===== config.mk =====
export PLATFORM = sky130hd
export DESIGN_NAME = dma_pcis_rd_responder_flat
export DESIGN_NICKNAME = d
export VERILOG_FILES = /design/src/rtl/dma_pcis_rd_responder_if.sv /design/src/rtl/dma_pcis_rd_responder.sv /design/src/flat_wrapper.sv
export SDC_FILE = /design/constraint.sdc
export NUM_CORES = 1
export LEC_CHECK = 0
export ABC_AREA = 1
export CORE_AREA = 2 2 418 420
export CTS_BUF_LIST = sky130_fd_sc_hd__clkbuf_8
export CTS_CLUSTER_DIAMETER = 30
export CTS_CLUSTER_SIZE = 8
export DETAILED_ROUTE_END_ITERATION = 10
export DIE_AREA = 0 0 420 422
export PLACE_DENSITY = 0.39
export RECOVER_POWER = 100
export SLEW_MARGIN = 0
export SYNTH_ARGS = -nofsm -noshare
export SYNTH_HDL_FRONTEND = slang
export SYNTH_SLANG_ARGS = --single-unit

===== constraint.sdc =====
create_clock -name clk -period 21.7 [get_ports clk]
set_input_delay 2.17 -clock clk [delete_from_list [all_inputs] [get_ports clk]]
set_output_delay 2.17 -clock clk [all_outputs]
set_load 0.02 [all_outputs]

===== src/rtl/dma_pcis_rd_responder_if.sv =====
// dma_pcis_rd_responder_if: AXI4 read address/data channels plus the output-FIFO head seen by the responder
interface dma_pcis_rd_responder_if #(
    parameter int DATA_W = 512,
    parameter int ID_W   = 6,
    parameter int LVL_W  = 10
);
    logic              arvalid;
    logic              arready;
    logic [ID_W-1:0]   arid;
    logic [7:0]        arlen;
    logic [2:0]        arsize;
    logic              rvalid;
    logic              rready;
    logic [ID_W-1:0]   rid;
    logic [DATA_W-1:0] rdata;
    logic [1:0]        rresp;
    logic              rlast;
    logic              fifo_valid;
    logic [DATA_W-1:0] fifo_dout;
    logic              fifo_rd_en;
    logic [LVL_W-1:0]  fifo_level;
    modport slave (
        input  arvalid, arid, arlen, arsize, rready, fifo_valid, fifo_dout, fifo_level,
        output arready, rvalid, rid, rdata, rresp, rlast, fifo_rd_en
    );
    modport master (
        output arvalid, arid, arlen, arsize, rready, fifo_valid, fifo_dout, fifo_level,
        input  arready, rvalid, rid, rdata, rresp, rlast, fifo_rd_en
    );
endinterface


===== src/rtl/dma_pcis_rd_responder.sv =====
// dma_pcis_rd_responder: single-burst AXI4 read slave streaming whole bursts out of the output FIFO
module dma_pcis_rd_responder #(
    parameter int DATA_W = 512,
    parameter int ID_W   = 6,
    parameter int LVL_W  = 10
) (
    input  logic                    clk,
    input  logic                    rst,
    dma_pcis_rd_responder_if.slave  bus,
    output logic                    busy,
    output logic [15:0]             burst_cnt
);
    localparam logic [2:0] SIZE_OK = 3'($clog2(DATA_W / 8));
    typedef enum logic [1:0] {IDLE, WAIT, BURST} state_t;
    state_t          state, state_n;
    logic [ID_W-1:0] id_q;
    logic [7:0]      len_q;
    logic            err_q;
    logic            ok_q;
    logic [8:0]      beats_left;
    logic            ar_hs, last_hs, issue, lvl_ok;
    always_comb begin
        ar_hs          = state == IDLE && bus.arvalid && bus.arready;
        last_hs        = state == BURST && bus.rvalid && bus.rready && bus.rlast;
        issue          = state == BURST && beats_left != 9'd0 && (!bus.rvalid || bus.rready) && (err_q || bus.fifo_valid);
        // one extra bit so a 256-beat burst compares without overflow
        lvl_ok         = {1'b0, bus.fifo_level} >= (LVL_W + 1)'(len_q) + (LVL_W + 1)'(1);
        state_n        = state == IDLE ? (ar_hs ? WAIT : IDLE) :
                         state == WAIT ? (ok_q ? BURST : WAIT) :
                                         (last_hs ? IDLE : BURST);
        bus.fifo_rd_en = issue && !err_q;
        busy           = state != IDLE;
    end
    always_ff @(posedge clk or posedge rst) begin
        if (rst) begin
            state       <= IDLE;
            bus.arready <= 1'b0;
            bus.rvalid  <= 1'b0;
            bus.rlast   <= 1'b0;
            bus.rid     <= '0;
            bus.rresp   <= 2'b00;
            bus.rdata   <= '0;
            id_q        <= '0;
            len_q       <= '0;
            err_q       <= 1'b0;
            ok_q        <= 1'b0;
            beats_left  <= '0;
            burst_cnt   <= '0;
        end else begin
            state       <= state_n;
            bus.arready <= state_n == IDLE;
            if (ar_hs) begin
                id_q       <= bus.arid;
                len_q      <= bus.arlen;
                err_q      <= bus.arsize != SIZE_OK;
                ok_q       <= 1'b0;
                beats_left <= {1'b0, bus.arlen} + 9'd1;
            end
            // the occupancy check is registered, so BURST starts two cycles after AR at the earliest
            if (state == WAIT) ok_q <= err_q || lvl_ok;
            if (issue) begin
                bus.rvalid <= 1'b1;
                bus.rdata  <= err_q ? '0 : bus.fifo_dout;
                bus.rresp  <= err_q ? 2'b10 : 2'b00;
                bus.rid    <= id_q;
                bus.rlast  <= beats_left == 9'd1;
                beats_left <= beats_left - 9'd1;
            end else if (bus.rvalid && bus.rready) begin
                bus.rvalid <= 1'b0;
                if (bus.rlast) begin
                    bus.rlast <= 1'b0;
                    burst_cnt <= burst_cnt + 16'd1;
                end
            end
        end
    end
endmodule

===== src/flat_wrapper.sv =====
// flat-port wrapper written by rule: the top's interface ports become plain ports
module dma_pcis_rd_responder_flat 
#(
    parameter int DATA_W = 512,
    parameter int ID_W   = 6,
    parameter int LVL_W  = 10
)
  (clk, rst, busy, burst_cnt, bus_arvalid, bus_arid, bus_arlen, bus_arsize, bus_rready, bus_fifo_valid, bus_fifo_dout, bus_fifo_level, bus_arready, bus_rvalid, bus_rid, bus_rdata, bus_rresp, bus_rlast, bus_fifo_rd_en);
  dma_pcis_rd_responder_if #(.DATA_W(DATA_W), .ID_W(ID_W), .LVL_W(LVL_W)) bus_i ();
  input  logic clk;
  input  logic rst;
  output logic busy;
  output logic [15:0] burst_cnt;
  input wire logic [$bits(bus_i.arvalid)-1:0] bus_arvalid;
  input wire logic [$bits(bus_i.arid)-1:0] bus_arid;
  input wire logic [$bits(bus_i.arlen)-1:0] bus_arlen;
  input wire logic [$bits(bus_i.arsize)-1:0] bus_arsize;
  input wire logic [$bits(bus_i.rready)-1:0] bus_rready;
  input wire logic [$bits(bus_i.fifo_valid)-1:0] bus_fifo_valid;
  input wire logic [$bits(bus_i.fifo_dout)-1:0] bus_fifo_dout;
  input wire logic [$bits(bus_i.fifo_level)-1:0] bus_fifo_level;
  output wire logic [$bits(bus_i.arready)-1:0] bus_arready;
  output wire logic [$bits(bus_i.rvalid)-1:0] bus_rvalid;
  output wire logic [$bits(bus_i.rid)-1:0] bus_rid;
  output wire logic [$bits(bus_i.rdata)-1:0] bus_rdata;
  output wire logic [$bits(bus_i.rresp)-1:0] bus_rresp;
  output wire logic [$bits(bus_i.rlast)-1:0] bus_rlast;
  output wire logic [$bits(bus_i.fifo_rd_en)-1:0] bus_fifo_rd_en;
  assign bus_i.arvalid = bus_arvalid;
  assign bus_i.arid = bus_arid;
  assign bus_i.arlen = bus_arlen;
  assign bus_i.arsize = bus_arsize;
  assign bus_i.rready = bus_rready;
  assign bus_i.fifo_valid = bus_fifo_valid;
  assign bus_i.fifo_dout = bus_fifo_dout;
  assign bus_i.fifo_level = bus_fifo_level;
  assign bus_arready = bus_i.arready;
  assign bus_rvalid = bus_i.rvalid;
  assign bus_rid = bus_i.rid;
  assign bus_rdata = bus_i.rdata;
  assign bus_rresp = bus_i.rresp;
  assign bus_rlast = bus_i.rlast;
  assign bus_fifo_rd_en = bus_i.fifo_rd_en;
  dma_pcis_rd_responder #(.DATA_W(DATA_W), .ID_W(ID_W), .LVL_W(LVL_W)) u_core (.clk(clk), .rst(rst), .bus(bus_i), .busy(busy), .burst_cnt(burst_cnt));
endmodule

# After elaboration in Yosys (flattened, before gate mapping)
# Index checks and enable logic that the tools add are counted.
[totals] regBits=566 inputBits=544 output_inout_bits=541
[op_classes] reduce_logical=23 n_bitwise=1 eq_ne=4 add_sub_neg=4 muxes=14 magnitude_cmp=1
[ops] operator="2-to-1 mux 512 bit" n=1
[ops] operator="adder 8 x 1 -> 9 bit, second input constant" n=2
[ops] operator="2-to-1 mux 9 bit" n=2
[ops] operator="adder 16 x 1 -> 16 bit, second input constant" n=1
[ops] operator="greater-or-equal comparator 10 x 11 -> 1 bit" n=1
[ops] operator="logical AND 1 bit" n=10
[ops] operator="2-to-1 mux 2 bit" n=5
[ops] operator="equality test 9 x 1 -> 1 bit, second input constant" n=1
[ops] operator="nonzero test 9 bit" n=1
[ops] operator="subtractor 9 x 1 -> 9 bit, second input constant" n=1
[ops] operator="nonzero test 2 bit" n=4
[ops] operator="2-to-1 mux 1 bit" n=6
[ops] operator="zero test 2 bit" n=2
[ops] operator="logical OR 1 bit" n=3
[ops] operator="!= test 3 bit, second input constant" n=1
[ops] operator="AND reduction 3 bit" n=1
[ops] operator="equality test 2 x 1 -> 1 bit, second input constant" n=1
[ops] operator="equality test 2 bit, second input constant" n=1
[ops] operator="zero test 1 bit" n=2
[ops] operator="inverter 1 bit" n=1

# Logic depth before layout (Yosys ltp)
[logic_depth] word_depth=8 depth_mapped=14 ltp_nobuf=14

# Worst setup path before layout
# No wires, ideal clock.
[synth_timing] path_type="in2out" start="input port bus_fifo_valid" end="output port bus_fifo_rd_en" required_ps=19530 path_buffers=1 stages=5 arrival_time_ps=3112 slack_ps=16418 cell_sequence="nor2_1 nor3_2 nand2_2 nor2_4 buf_1"
[synth_via] elab_chain_cells=3
[synth_rtl] element="from (decl)" line="flat_wrapper.sv:19" rtl="input wire logic [$bits(bus_i.fifo_valid)-1:0] bus_fifo_valid;"
[synth_rtl] element="logical OR 1 bit" line="dma_pcis_rd_responder.sv:25" rtl="issue = state == BURST && beats_left != 9'd0 && (!bus.rvalid || bus.rready) && (err_q || bus.fifo_valid);"
[synth_rtl] element="logical AND 1 bit" line="dma_pcis_rd_responder.sv:25"
[synth_rtl] element="logical AND 1 bit" line="dma_pcis_rd_responder.sv:31" rtl="bus.fifo_rd_en = issue && !err_q;"
[synth_rtl] element="to (decl)" line="flat_wrapper.sv:28" rtl="output wire logic [$bits(bus_i.fifo_rd_en)-1:0] bus_fifo_rd_en;"
# Every way passes these cells.

# Final worst setup path
[layout_timing] start="input port bus_rready" end="register u_core.bus.rdata[115]"
[layout_via] elab_chain_cells=3
[layout_rtl] element="from (decl)" line="flat_wrapper.sv:18" rtl="input wire logic [$bits(bus_i.rready)-1:0] bus_rready;"
[layout_rtl] element="logical OR 1 bit" line="dma_pcis_rd_responder.sv:25"
[layout_rtl] element="logical AND 1 bit (2 in a row)" line="dma_pcis_rd_responder.sv:25"
[layout_rtl] element="to (signal assigned)" line="dma_pcis_rd_responder.sv:63" rtl="bus.rdata <= err_q ? '0 : bus.fifo_dout;"
[layout_rtl] element="to (decl)" line="dma_pcis_rd_responder_if.sv:24" rtl="output arready, rvalid, rid, rdata, rresp, rlast, fifo_rd_en"
# Every way passes these cells.
# A chain may end at the register's enable or synchronous reset.

==> metrics.txt <==
Initial Util=12.82%; DP Cell Count=5869; FMAX=79.76 MHz; Crit path max-delay family=buffers and inverters; largest family of logic cells by synthesized area=simple AND/OR/NAND/NOR gates; Total Die Area=0.1772 mm^2; Synth area leader=dfrtp_1; # hold bufs at CTS=0; GRT Overall Usage=12.30%; P per Cell Area=123.2 mW/mm^2; worst-margin pin slew=4435 ps; Nets=4285; detailed placement HPWL=83980 um; post-synthesis simple-gate area fraction=30.13%; Hold Crit Class=reg -> reg; worst path buffer plus inverter count=3; adder-cell area share of the yosys netlist=0.7903%; Syn-to-layout area delta=78.28%; crit path cell chain=dlygate4sd3_1 -> nor2_1 -> nor3_1 -> nand2_1 -> nor2_1 -> clkbuf_1 -> clkbuf_1 -> nand2_1 -> nand2_1; Ports=1085; Worst VDD drop=0.09120 mV; Synth Area in Compound Gates=1.129%; period utilization=57.78%; Hold Vio Cnt, Final=0; Slew headroom=-197.3%; Final ANT Viol Nets=0; Final Util=22.86%; Setup crit end kind=register; Die X-Extent=420 um; # DRC=0; Crit-path slowest cell=clkbuf_1; synthesized area=0.02217 mm^2; Post-CTS Setup Inserts=0; Setup crit start=bus_rready; Final TNS setup=0 ps; Critical Path Fanout Max=86; largest net degree at the start of global routing=165; top cell type's share of synthesized area=63.79%; first-pass GRT wire length=157300 um; Worst Path Arrival=13340 ps; Pleak=0.02079 uW; Avg Inst Size Synth=8.658 um^2; Yosys reg bits=565; fraction of synthesized cell area in xor and xnor cells=0.6322%; Root Driver=clkbuf_8; Crit Path Class=in -> reg; most frequent cells in the layout=nand2_1 (1662), dfrtp_1 (565), dlygate4sd3_1 (544), clkdlybuf4s50_1 (539), clkbuf_8 (225); required time worst endpoint=22500 ps; Final Critical Period=12540 ps; synth warn=0; vias per cell=3.379; antenna violations before repair=17; area of the core=0.1729 mm^2; Detailed Routing Iterations Pass 1=5; RSZ-0062 raised after global routing=no; post-layout instance area=0.03952 mm^2; most common cell after layout, fill and taps aside=nand2_1; Syn Nets=3118; Port-buffer cells=1083; outcome=finished, violations left; Final Wtd Congestion=0.8784; final cell count without fillers=6218; clock buffer depth=3; via count=21010; CTS tree=built; post-synthesis sequential area ratio=63.79%; post-synthesis mux area share=0%; Post-Syn Instances=2560; Startpoint Class=primary input; Synth cell types=26; htree depth=4; total grt overflow=0; largest cells by area after synthesis=dfrtp_1 (64%), nand2_1 (28%), buf_2 (2.5%); die height=422 um; dpl cell area=0.03551 mm^2; Slew Limit Fails=1189; Clock Skew=43.71 ps; Worst-path clk slew=50 ps; clock sink total=565; crit-path max cell delay=2940 ps; row count=153; clk_lat worst skew=900 ps; failing checks=capacitance limit, slew limit; total CTS buffers=181; starting DRC count in detailed routing=1316; fraction of layout cells with a size suffix above 1=7.910%; detailed-route wire length=112100 um; worst flop-to-flop path startpoint=u_core.beats_left[0]; Setup-failing EPs final=0; WL/cell=18.02 um; max cap viols=18; post_cts resized=0; hold wc startpoint=u_core.bus.rdata[412]; vias in the first global route=21740; Fin Hold WS=465.7 ps; cell mode on critical path=nand2_1
==> layout make-up <==
cell class | count | area [um^2]
tap | 2325 | 2909
sequential | 565 | 14140
antenna | 12 | 30.03
multi-input combinational | 1827 | 7232
fill | 19030 | 133300
inverter | 48 | 181.4
clock inverter | 112 | 973.4
timing repair buffer | 1104 | 10950
clock buffer | 225 | 3097
==> cells in the mapped netlist, drive strengths merged <==
master  count
nand2    1662
dfrtp     565
buf       114
inv        47
o21ai      36
nand3      33
nor2       29
ha         14
nand4      10
nor3       10
xor2       10
clkbuf      6
xnor2       6
a21oi       5
nand3b      5
o211ai      4
clkinv      1
conb        1
o21a        1
o31ai       1
==> through the flow <==
stage | power [uW] | setup WS (ps)
2_1_floorplan | 2309 | 3727
3_3_place_gp | 3239 | 14360
3_5_place_dp | 3232 | 14400
4_1_cts | 5058 | 14540
5_1_grt | 5171 | 8039
6_report | 4869 | 9162
==> report_power, final <==
part	switching, uW	total, uW	internal (uW)
Combinational	1030	1620	597
Sequential	161	1490	1330
Clock	642	1760	1120
==> tightest hold or removal path: cells and delay by family (launching register included) <==
kind | cells | cell delay [ps]
flip-flops | 1 | 330
AND/OR/NAND/NOR | 2 | 100
==> cells by family after synthesis <==
logic type,count (synthesis)
AOI/OAI and AO/OA,47
xor gates and xnor gates,16
adders and majority gates,14
buffers and inverters,168
DFF,565
other,1
and+or+nand+nor,1749
==> per-layer routing <==
metal | part of all wire (%) | wire length [um] | global-route usage, %
met2 | 49 | 55420 | 20.58
met1 | 39 | 43460 | 13.75
met4 | 2.7 | 2982 | 4.484
met3 | 9.1 | 10150 | 5.338
met5 | 0.037 | 41 | 0
==> registers in the layout, indices dropped and copies added, names as in the netlist, 2 cells and up <==
register / count
u_core.bus.rdata: 512
u_core.burst_cnt: 16
u_core.beats_left: 9
u_core.len_q: 8
u_core.bus.rid: 6
u_core.id_q: 6
u_core.state: 2
==> path summary, 6_finish.rpt <==
check	slack, ps	endpoint	cells after the start
min in group asynchronous	3050	u_core.bus.rdata[346]	2
hold / removal	470	u_core.bus.rdata[412]	2
setup reg to reg	10360	u_core.bus.rdata[115]	11
max in group asynchronous	10340	u_core.bus.rdata[63]	7
hold reg to reg	470	u_core.bus.rdata[412]	2
setup / recovery	9160	u_core.bus.rdata[115]	9
(Power assumes the default switching activity.)
